==> config.mk <==
export PLATFORM = sky130hd
export DESIGN_NAME = rr_slice_requester
export DESIGN_NICKNAME = d
export VERILOG_FILES = /design/src/rtl/rr_slice_requester.sv
export SDC_FILE = /design/constraint.sdc
export NUM_CORES = 1
export LEC_CHECK = 0
export ABC_CLOCK_PERIOD_IN_PS = 4900
export CAP_MARGIN = 20
export CORE_ASPECT_RATIO = 1.1
export CORE_MARGIN = 5
export CORE_UTILIZATION = 40
export CTS_BUF_LIST = sky130_fd_sc_hd__clkbuf_4 sky130_fd_sc_hd__clkbuf_8
export CTS_CLUSTER_SIZE = 20
export DETAILED_ROUTE_END_ITERATION = 8
export GPL_ROUTABILITY_DRIVEN = 0
export PLACE_DENSITY_LB_ADDON = 0.05
export SYNTH_ARGS = -nofsm -noshare
export SYNTH_HDL_FRONTEND = slang
export SYNTH_SLANG_ARGS = --single-unit
==> constraint.sdc <==
create_clock -name clk -period 4.9 [get_ports clk]
set_input_delay 0.735 -clock clk [delete_from_list [all_inputs] [get_ports clk]]
set_output_delay 0.735 -clock clk [all_outputs]
set_load 0.05 [all_outputs]
==> src/rtl/rr_slice_requester.sv <==
// ----------------------------------------------------------------------------
// rr_slice_requester
//
// Purpose:
//   Four per-client FIFOs that feed one shared bus through an external
//   round-robin, fixed-time-slice arbiter. Each non-empty FIFO raises a
//   registered request line. While the arbiter holds a legal one-hot grant,
//   the granted FIFO pops one word per cycle. Each popped word is presented
//   on the shared bus one cycle after the pop.
//
// Ports:
//   clk        input   1          single clock, rising edge
//   rst        input   1          asynchronous active-high reset
//   in_valid   input   4          per-client push strobe
//   in_ready   output  4          per-client FIFO-not-full
//   in_data    input   4*DATA_W   client i word on [i*DATA_W +: DATA_W]
//   REQ        output  4          registered request lines to the arbiter
//   GNT        input   4          one-hot grant, held for a time slice
//   bus_valid  output  1          shared-bus beat valid
//   bus_data   output  DATA_W     shared-bus beat data
//   bus_id     output  2          client index owning the current beat
//   err        output  2          sticky grant-protocol error flags
//
// Optional feature:
//   RR_GNT_CHECK_EN - when defined, builds the grant protocol checker.
//                     err[0] is set by a multi-hot grant.
//                     err[1] is set by a grant to a client that is not
//                     requesting.
//                     When undefined, err is tied to zero.
// ----------------------------------------------------------------------------
module rr_slice_requester #(
    parameter int DATA_W = 8,
    parameter int DEPTH  = 4
) (
    input  logic                clk,
    input  logic                rst,
    input  logic [3:0]          in_valid,
    output logic [3:0]          in_ready,
    input  logic [4*DATA_W-1:0] in_data,
    output logic [3:0]          REQ,
    input  logic [3:0]          GNT,
    output logic                bus_valid,
    output logic [DATA_W-1:0]   bus_data,
    output logic [1:0]          bus_id,
    output logic [1:0]          err
);

    localparam int PTR_W = $clog2(DEPTH);
    localparam int CNT_W = $clog2(DEPTH) + 1;

    logic [DATA_W-1:0] mem_q  [4][DEPTH];
    logic [PTR_W-1:0]  wptr_q [4];
    logic [PTR_W-1:0]  rptr_q [4];
    logic [CNT_W-1:0]  count_q [4];
    logic [CNT_W-1:0]  count_d [4];

    logic [3:0]        req_q;
    logic              busValid_q;
    logic [DATA_W-1:0] busData_q;
    logic [1:0]        busId_q;

    logic [3:0]        push;
    logic [3:0]        pop;
    logic              gntOneHot;
    logic [1:0]        popIdx;
    logic [DATA_W-1:0] popData;

    // The full check uses only the current count. A pop in the same cycle
    // does not allow a push into a full FIFO.
    always_comb begin
        for (int i = 0; i < 4; i++) begin
            in_ready[i] = (count_q[i] < CNT_W'(DEPTH));
            push[i]     = in_valid[i] && in_ready[i];
        end
    end

    // Only a single-bit grant is honoured. A zero or multi-hot grant pops
    // nothing. A grant to an empty FIFO also pops nothing.
    assign gntOneHot = (GNT != 4'd0) && ((GNT & (GNT - 4'd1)) == 4'd0);

    always_comb begin
        for (int i = 0; i < 4; i++) begin
            pop[i] = gntOneHot && GNT[i] && (count_q[i] != '0);
        end
    end

    // At most one pop can be active, so a priority scan is sufficient to
    // encode the popping client and select its head word.
    always_comb begin
        popIdx = 2'd0;
        for (int i = 0; i < 4; i++) begin
            if (pop[i]) begin
                popIdx = 2'(i);
            end
        end
        popData = mem_q[popIdx][rptr_q[popIdx]];
    end

    // Next occupancy. If a push and a pop hit the same FIFO in one cycle,
    // the count is unchanged.
    always_comb begin
        for (int i = 0; i < 4; i++) begin
            count_d[i] = count_q[i];
            if (push[i] && !pop[i]) begin
                count_d[i] = count_q[i] + CNT_W'(1);
            end else if (pop[i] && !push[i]) begin
                count_d[i] = count_q[i] - CNT_W'(1);
            end
        end
    end

    // Pointers, counts, request lines and the bus beat register.
    // A reset flushes every queue. Stale storage contents are never read
    // afterwards, because the counts restart at zero.
    always_ff @(posedge clk or posedge rst) begin
        if (rst) begin
            for (int i = 0; i < 4; i++) begin
                wptr_q[i]  <= '0;
                rptr_q[i]  <= '0;
                count_q[i] <= '0;
            end
            req_q      <= 4'd0;
            busValid_q <= 1'b0;
            busData_q  <= '0;
            busId_q    <= 2'd0;
        end else begin
            for (int i = 0; i < 4; i++) begin
                count_q[i] <= count_d[i];
                req_q[i]   <= (count_d[i] != '0);
                if (push[i]) begin
                    wptr_q[i] <= wptr_q[i] + PTR_W'(1);
                end
                if (pop[i]) begin
                    rptr_q[i] <= rptr_q[i] + PTR_W'(1);
                end
            end
            busValid_q <= |pop;
            if (|pop) begin
                busData_q <= popData;
                busId_q   <= popIdx;
            end
        end
    end

    // Word storage has no reset. Pointer wrap falls out of the
    // power-of-two depth.
    always_ff @(posedge clk) begin
        for (int i = 0; i < 4; i++) begin
            if (push[i]) begin
                mem_q[i][wptr_q[i]] <= in_data[i*DATA_W +: DATA_W];
            end
        end
    end

    assign REQ       = req_q;
    assign bus_valid = busValid_q;
    assign bus_data  = busData_q;
    assign bus_id    = busId_q;

`ifdef RR_GNT_CHECK_EN
    logic [1:0] err_q;
    logic       gntMultiHot;

    assign gntMultiHot = ((GNT & (GNT - 4'd1)) != 4'd0);

    // Sticky protocol flags. Only reset clears them.
    always_ff @(posedge clk or posedge rst) begin
        if (rst) begin
            err_q <= 2'b00;
        end else begin
            if (gntMultiHot) begin
                err_q[0] <= 1'b1;
            end
            if ((GNT & ~req_q) != 4'd0) begin
                err_q[1] <= 1'b1;
            end
        end
    end

    assign err = err_q;
`else
    assign err = 2'b00;
`endif

endmodule
Word-level counts from Yosys, hierarchy flattened
Memory sizes are Yosys's and may differ from the RTL's.
Index checks and enable logic that the tools add are counted.

cells by class
  magnitude comparators = 14
  bitwise gates (word level) = 7
  reductions and logical operators = 44
  mux-type cells = 33
  add/sub/neg operators = 17

operators by type and width
  cell                                                                   count
  32-bit 2-to-1 mux                                                      4
  8-bit demux with 2-bit select                                          4
  8-bit 2-to-1 mux                                                       6
  1-bit logical AND                                                      25
  3-bit 2-to-1 mux                                                       8
  3-bit nonzero test                                                     8
  3-bit greater-or-equal comparator (second input constant)              6
  2-bit NOT with 3-bit output                                            6
  2-bit by 1-bit adder with 2-bit output (second input constant)         8
  8-bit binary-select mux with 2-bit select                              1
  3-bit by 1-bit adder with 3-bit output (second input constant)         4
  3-bit by 1-bit < comparator with 1-bit output (second input constant)  4
  3-bit < comparator (second input constant)                             4
  3-bit by 1-bit subtractor with 3-bit output (second input constant)    4
  1-bit zero test                                                        8
  2-bit 2-to-1 mux                                                       4
  1-bit 2-to-1 mux                                                       5
  4-bit AND                                                              1
  2-bit binary-select mux with 2-bit select                              1
  4-bit zero test                                                        1
  4-bit nonzero test                                                     1
  4-bit OR reduction                                                     1
  4-bit by 1-bit subtractor with 4-bit output (second input constant)    1

word-level totals
  word-level logic and storage cells = 132
  memories = 1
  flip-flop bits (word level) = 43
  bits in writable memories = 128

memory list
  name   words  bits a word  read ports  clocked after memory_dff  wr ports  RTL line  source
  mem_q  4      32           1           0                         4         51        logic [DATA_W-1:0] mem_q [4][DEPTH];

Longest topological paths before layout
  depth in word-level cells = 17
  mapped depth = 11
  mapped depth without buffers = 10

Worst setup path after synthesis
Ideal clock, no wire load.

  kind = in2reg
  start = input GNT[3]
  end = register req_q[2] (netlist: REQ[2])
  required time = 4.769 ns
  cell stages on the path = 8
  arrival = 2.545 ns
  setup slack = 2.224 ns
  path through = or4b_1 -> buf_2 -> or2_1 -> buf_4 -> maj3_1 -> nand2_1 -> o21ai_1 -> or3_1

RTL lines
  item                             RTL line  source
  from (decl)                      41        input logic [3:0] GNT,
  to (signal, indexed assignment)  129       req_q[i] <= (count_d[i] != '0);
  to (decl)                        57        logic [3:0] req_q;

Final worst setup path
  start = input GNT[3]
  end = register busData_q[7] (netlist: bus_data[7])

between the ends
  longest elaborated chain between the ends = 17
  elaborated cells between the ends (all ways) = 26

RTL lines
  item                                                  RTL line  source
  4-bit by 1-bit subtractor with 4-bit output           79        assign gntOneHot = (GNT != 4'd0) && ((GNT & (GNT - 4'd1)) == 4'd0);
  4-bit AND                                             79
  4-bit zero test                                       79
  1-bit logical AND                                     79
  1-bit logical AND (2 in series)                       83        pop[i] = gntOneHot && GNT[i] && (count_q[i] != '0);
  1-bit 2-to-1 mux                                      92        if (pop[i]) begin
  2-bit 2-to-1 mux (2 in series)                        92
  2-bit NOT with 3-bit output (implied by the code)     96        popData = mem_q[popIdx][rptr_q[popIdx]];
  2-bit binary-select mux with 2-bit select             96
  2-bit 2-to-1 mux (implied by the code) (2 in series)  96
  2-bit NOT with 3-bit output (implied by the code)     96
  8-bit binary-select mux with 2-bit select             96
  8-bit 2-to-1 mux (implied by the code) (2 in series)  96
  to (signal assigned)                                  139       busData_q <= popData;
  to (decl)                                             59        logic [DATA_W-1:0] busData_q;

Parallel ways exist; a longest one is shown, timed or not. The select of a mux whose other input is x is not followed.
A chain may end at the register's enable or synchronous reset.

==> results.toml <==
[cts]
htreeDepth = 4
cts_hold_buf = 0
post_cts_buffers = 0
clk_pin_slew_ns = 0.08
cts_made_buffers = 17
cts_tree = "built"
postCtsResizedCells = 0
cts_root_buf = "clkbuf_8"
clock_sinks = 171
max-clock-path-buffers = 2
clock_latency_ns = 0.45

[global_route]
grt-ovfl-total = 0
first_global_vias = 4228
grt_pass1_wl_um = 24700
antenna_found_initial = 0
grt_max_degree = 44
grtUsageTotal_pct = 15.6

[job]
drv_cap = 0

[timing]
hold_violations = 0
timing.setup.tns_ns = 0
worst_pin_slew_ns = 0.936
grt_setup_unrepaired = "no"
maxSlewViolCount = 0
finalCritPeriodShare_pct = 70.2
slew_headroom_pct = 37.6
setup_viol = 0
fmax_mhz = 291
fin_crit_ns = 3.44
skew_ns = 0.0157
worst_slack_ns = 1.46

[critical_path]
cp_num_buf_inv = 2
worstPathArrival_ns = 3.76
startpoint = "GNT[3]"
path_max_fanout = 24
cp_slowest_cell = "a311oi_4"
crit_path_start_kind = "input pin"
reg2reg_from = "count_q[3]"
cp.required_ns = 5.22
critical-path-top-delay-family = "compound AO/OA/AOI/OAI gates"
end_kind = "register"
critPathMostFrequentCell = "o211ai_1"
slowest_delay_ns = 0.85
timing_worst_setup_path_type = "input pin to register"
crit_chain = "clkdlybuf4s50_1 -> or4b_1 -> o22a_1 -> a311oi_4 -> buf_4 -> o211ai_1 -> o21ai_0 -> o211ai_1"

[power_and_ir_drop]
p_leak_nw = 3.09
p_seq_share_pct = 48.3
p_sw_share_pct = 32.9
p_comb_share_pct = 28.0
intPower_mw = 2.73
power.share.clock_pct = 23.8
ir_drop_v = 0.000310
p_per_area_mw_per_mm2 = 477
finalPower_mw = 4.07
switchingPower_mw = 1.34

[yosys]
synth_edf_count = 128
yosys.area.top_type = "edfxtp_1"
synth.distinct_cells = 43
synthTopCellsByArea = "edfxtp_1 52%, dfrtp_1 15%, ha_1 4.8%"
avgSynthCellArea_um2 = 14.6
synth-async-reset-ratio_pct = 25.1
ys_seq_area_share_pct = 67.2
synthFlopType = "edfxtp_1"
postSynthCellCount = 500
synth_top_area_share_pct = 52.5
synth-seq-cells = 171
synth_area_mm2 = 0.00732
yosys_warnings = 0

[drt]
via_count = 4118
dr.pass1.iters = 4
postRouteAntennaNets = 0
wire_per_inst_um = 19.7
drc = 0
drtIter0Drc = 185
post_drt_via_cell_ratio = 5.05
drt-total-wl_um = 16100

[min_path]
min_from = "rptr_q[7]"
hp-class = "register to register"

[finish]
n_fill_cell = 1614
seqCellArea_mm2 = 0.00492
multi_input_area_mm2 = 0.00219
nets = 629
area_growth_pct = 16.7
drive_gt1_share_pct = 10.7
antenna_cells = 0

[run_status]
status = "finished clean"

[die]
dieArea_mm2 = 0.0211
die_y_um = 152
die_w_um = 139
core.rowCount = 52
boundaryPins = 63
start_util_pct = 40.2
core_area_mm2 = 0.0182

[placement]
io_buffers = 60
dp_slack_ns = 1.01
dpl.hpwl_um = 11100
==> cells by family after synthesis <==
group                      share of synthesized area [%]
adders and majority gates                           5.88
buffers and inverters                               2.97
muxes                                               4.65
DFF                                                 67.2
and+or+nand+nor                                     6.54
other                                             0.0512
xor gates and xnor gates                            2.39
AOI/OAI and AO/OA                                   10.3
==> worst reg2reg max path: stages (launching register included) <==
cell and delay, ns:
dfrtp_1 0.42, inv_1 0.09, ha_1 0.13, nor2b_1 0.36, or2_1 0.39, nand2_4 0.20, nor3_1 0.18, buf_4 0.23
inv_1 0.08, a22oi_1 0.63, a311o_1 0.23, o211ai_1 0.09
==> power groups by stage <==
stage          sequential [mW]  combinational (mW)  clock (mW)
2_1_floorplan             2.12               0.656           0
3_3_place_gp              1.99                1.13           0
3_5_place_dp              2.00                1.15           0
4_1_cts                   1.97                1.16       0.994
5_1_grt                   1.99                1.27        1.06
6_report                  1.96                1.14       0.968
==> area by class of cell <==
cell class                 count  area share, %
sequential                   171           57.6
multi-input combinational    281           25.7
timing repair buffer          66           7.70
tap                          243           3.56
clock buffer                  23           3.34
clock inverter                 9           1.16
inverter                      22          0.967
==> stage by stage <==
stage	util (%)	cell area [µm²]	hold WS (ns)	std cells
final	46.9	8540	0.471	815
after global routing	46.9	8540	0.487	815
after CTS	46.8	8520	0.478	814
after detailed placement	44.7	8140	0.464	782
after global placement	44.7	8140	0.458	782
after floorplan	-	7330	0.439	501
==> synthesized netlist by cell type, drive strengths merged, types with 3 or more instances <==
master	instances
o211ai	16
nand3	8
mux2i	16
or4b	3
buf	16
nor2b	7
a22oi	25
maj3	8
o311ai	3
or3	4
a22o	8
xnor2	20
a311o	8
edfxtp	128
clkbuf	11
nor3	4
nor2	4
and2	16
o21ai	26
nand2	38
mux2	16
inv	22
dfrtp	43
ha	28
a211oi	8
==> flip-flops by register name (all words and copies together), names as in the netlist <==
| signal | cells |
|---|---|
| bus_id | 2 |
| mem_q | 128 |
| bus_valid | 1 |
| wptr_q | 8 |
| count_q | 12 |
| rptr_q | 8 |
| bus_data | 8 |
| REQ | 4 |
==> layer usage <==
metal | share of wire [%] | vias up | track usage, %
li1 | - | 1989 | -
met1 | 44 | 2042 | 19.2
met2 | 52 | 71 | 27.4
met3 | 2.6 | 16 | 3.24
met4 | 1.4 | 0 | 5.55
met5 | 0 | - | 0
==> layout by cell type, fill, tap and decap left out, types with 3 or more instances in the layout <==
| cell type | n |
|---|---|
| clkdlybuf4s50_1 | 60 |
| and2_1 | 16 |
| or3_1 | 4 |
| maj3_1 | 8 |
| mux2_2 | 16 |
| a311o_1 | 8 |
| o311ai_0 | 3 |
| clkbuf_8 | 18 |
| a22o_1 | 8 |
| clkinv_2 | 3 |
| edfxtp_1 | 128 |
| a22oi_1 | 25 |
| nand2_1 | 36 |
| inv_1 | 21 |
| o21ai_0 | 24 |
| dfrtp_1 | 43 |
| xnor2_1 | 20 |
| nor3_1 | 4 |
| o211ai_1 | 16 |
| nor2b_1 | 7 |
| mux2i_1 | 16 |
| ha_1 | 28 |
| clkbuf_4 | 5 |
| a211oi_1 | 8 |
| nand3_1 | 8 |
| buf_4 | 5 |
==> path summary, 6_finish.rpt <==
kind                               end  slack, ns  cells past startpoint
min reg2reg                  rptr_q[7]       0.47                      1
min in group asynchronous   count_q[5]       0.50                      2
min                          rptr_q[7]       0.47                      1
max reg2reg                bus_data[1]       1.73                     11
max                        bus_data[7]       1.46                      8
max in group asynchronous  bus_data[7]       3.92                      3
(Power assumes the default switching activity.)
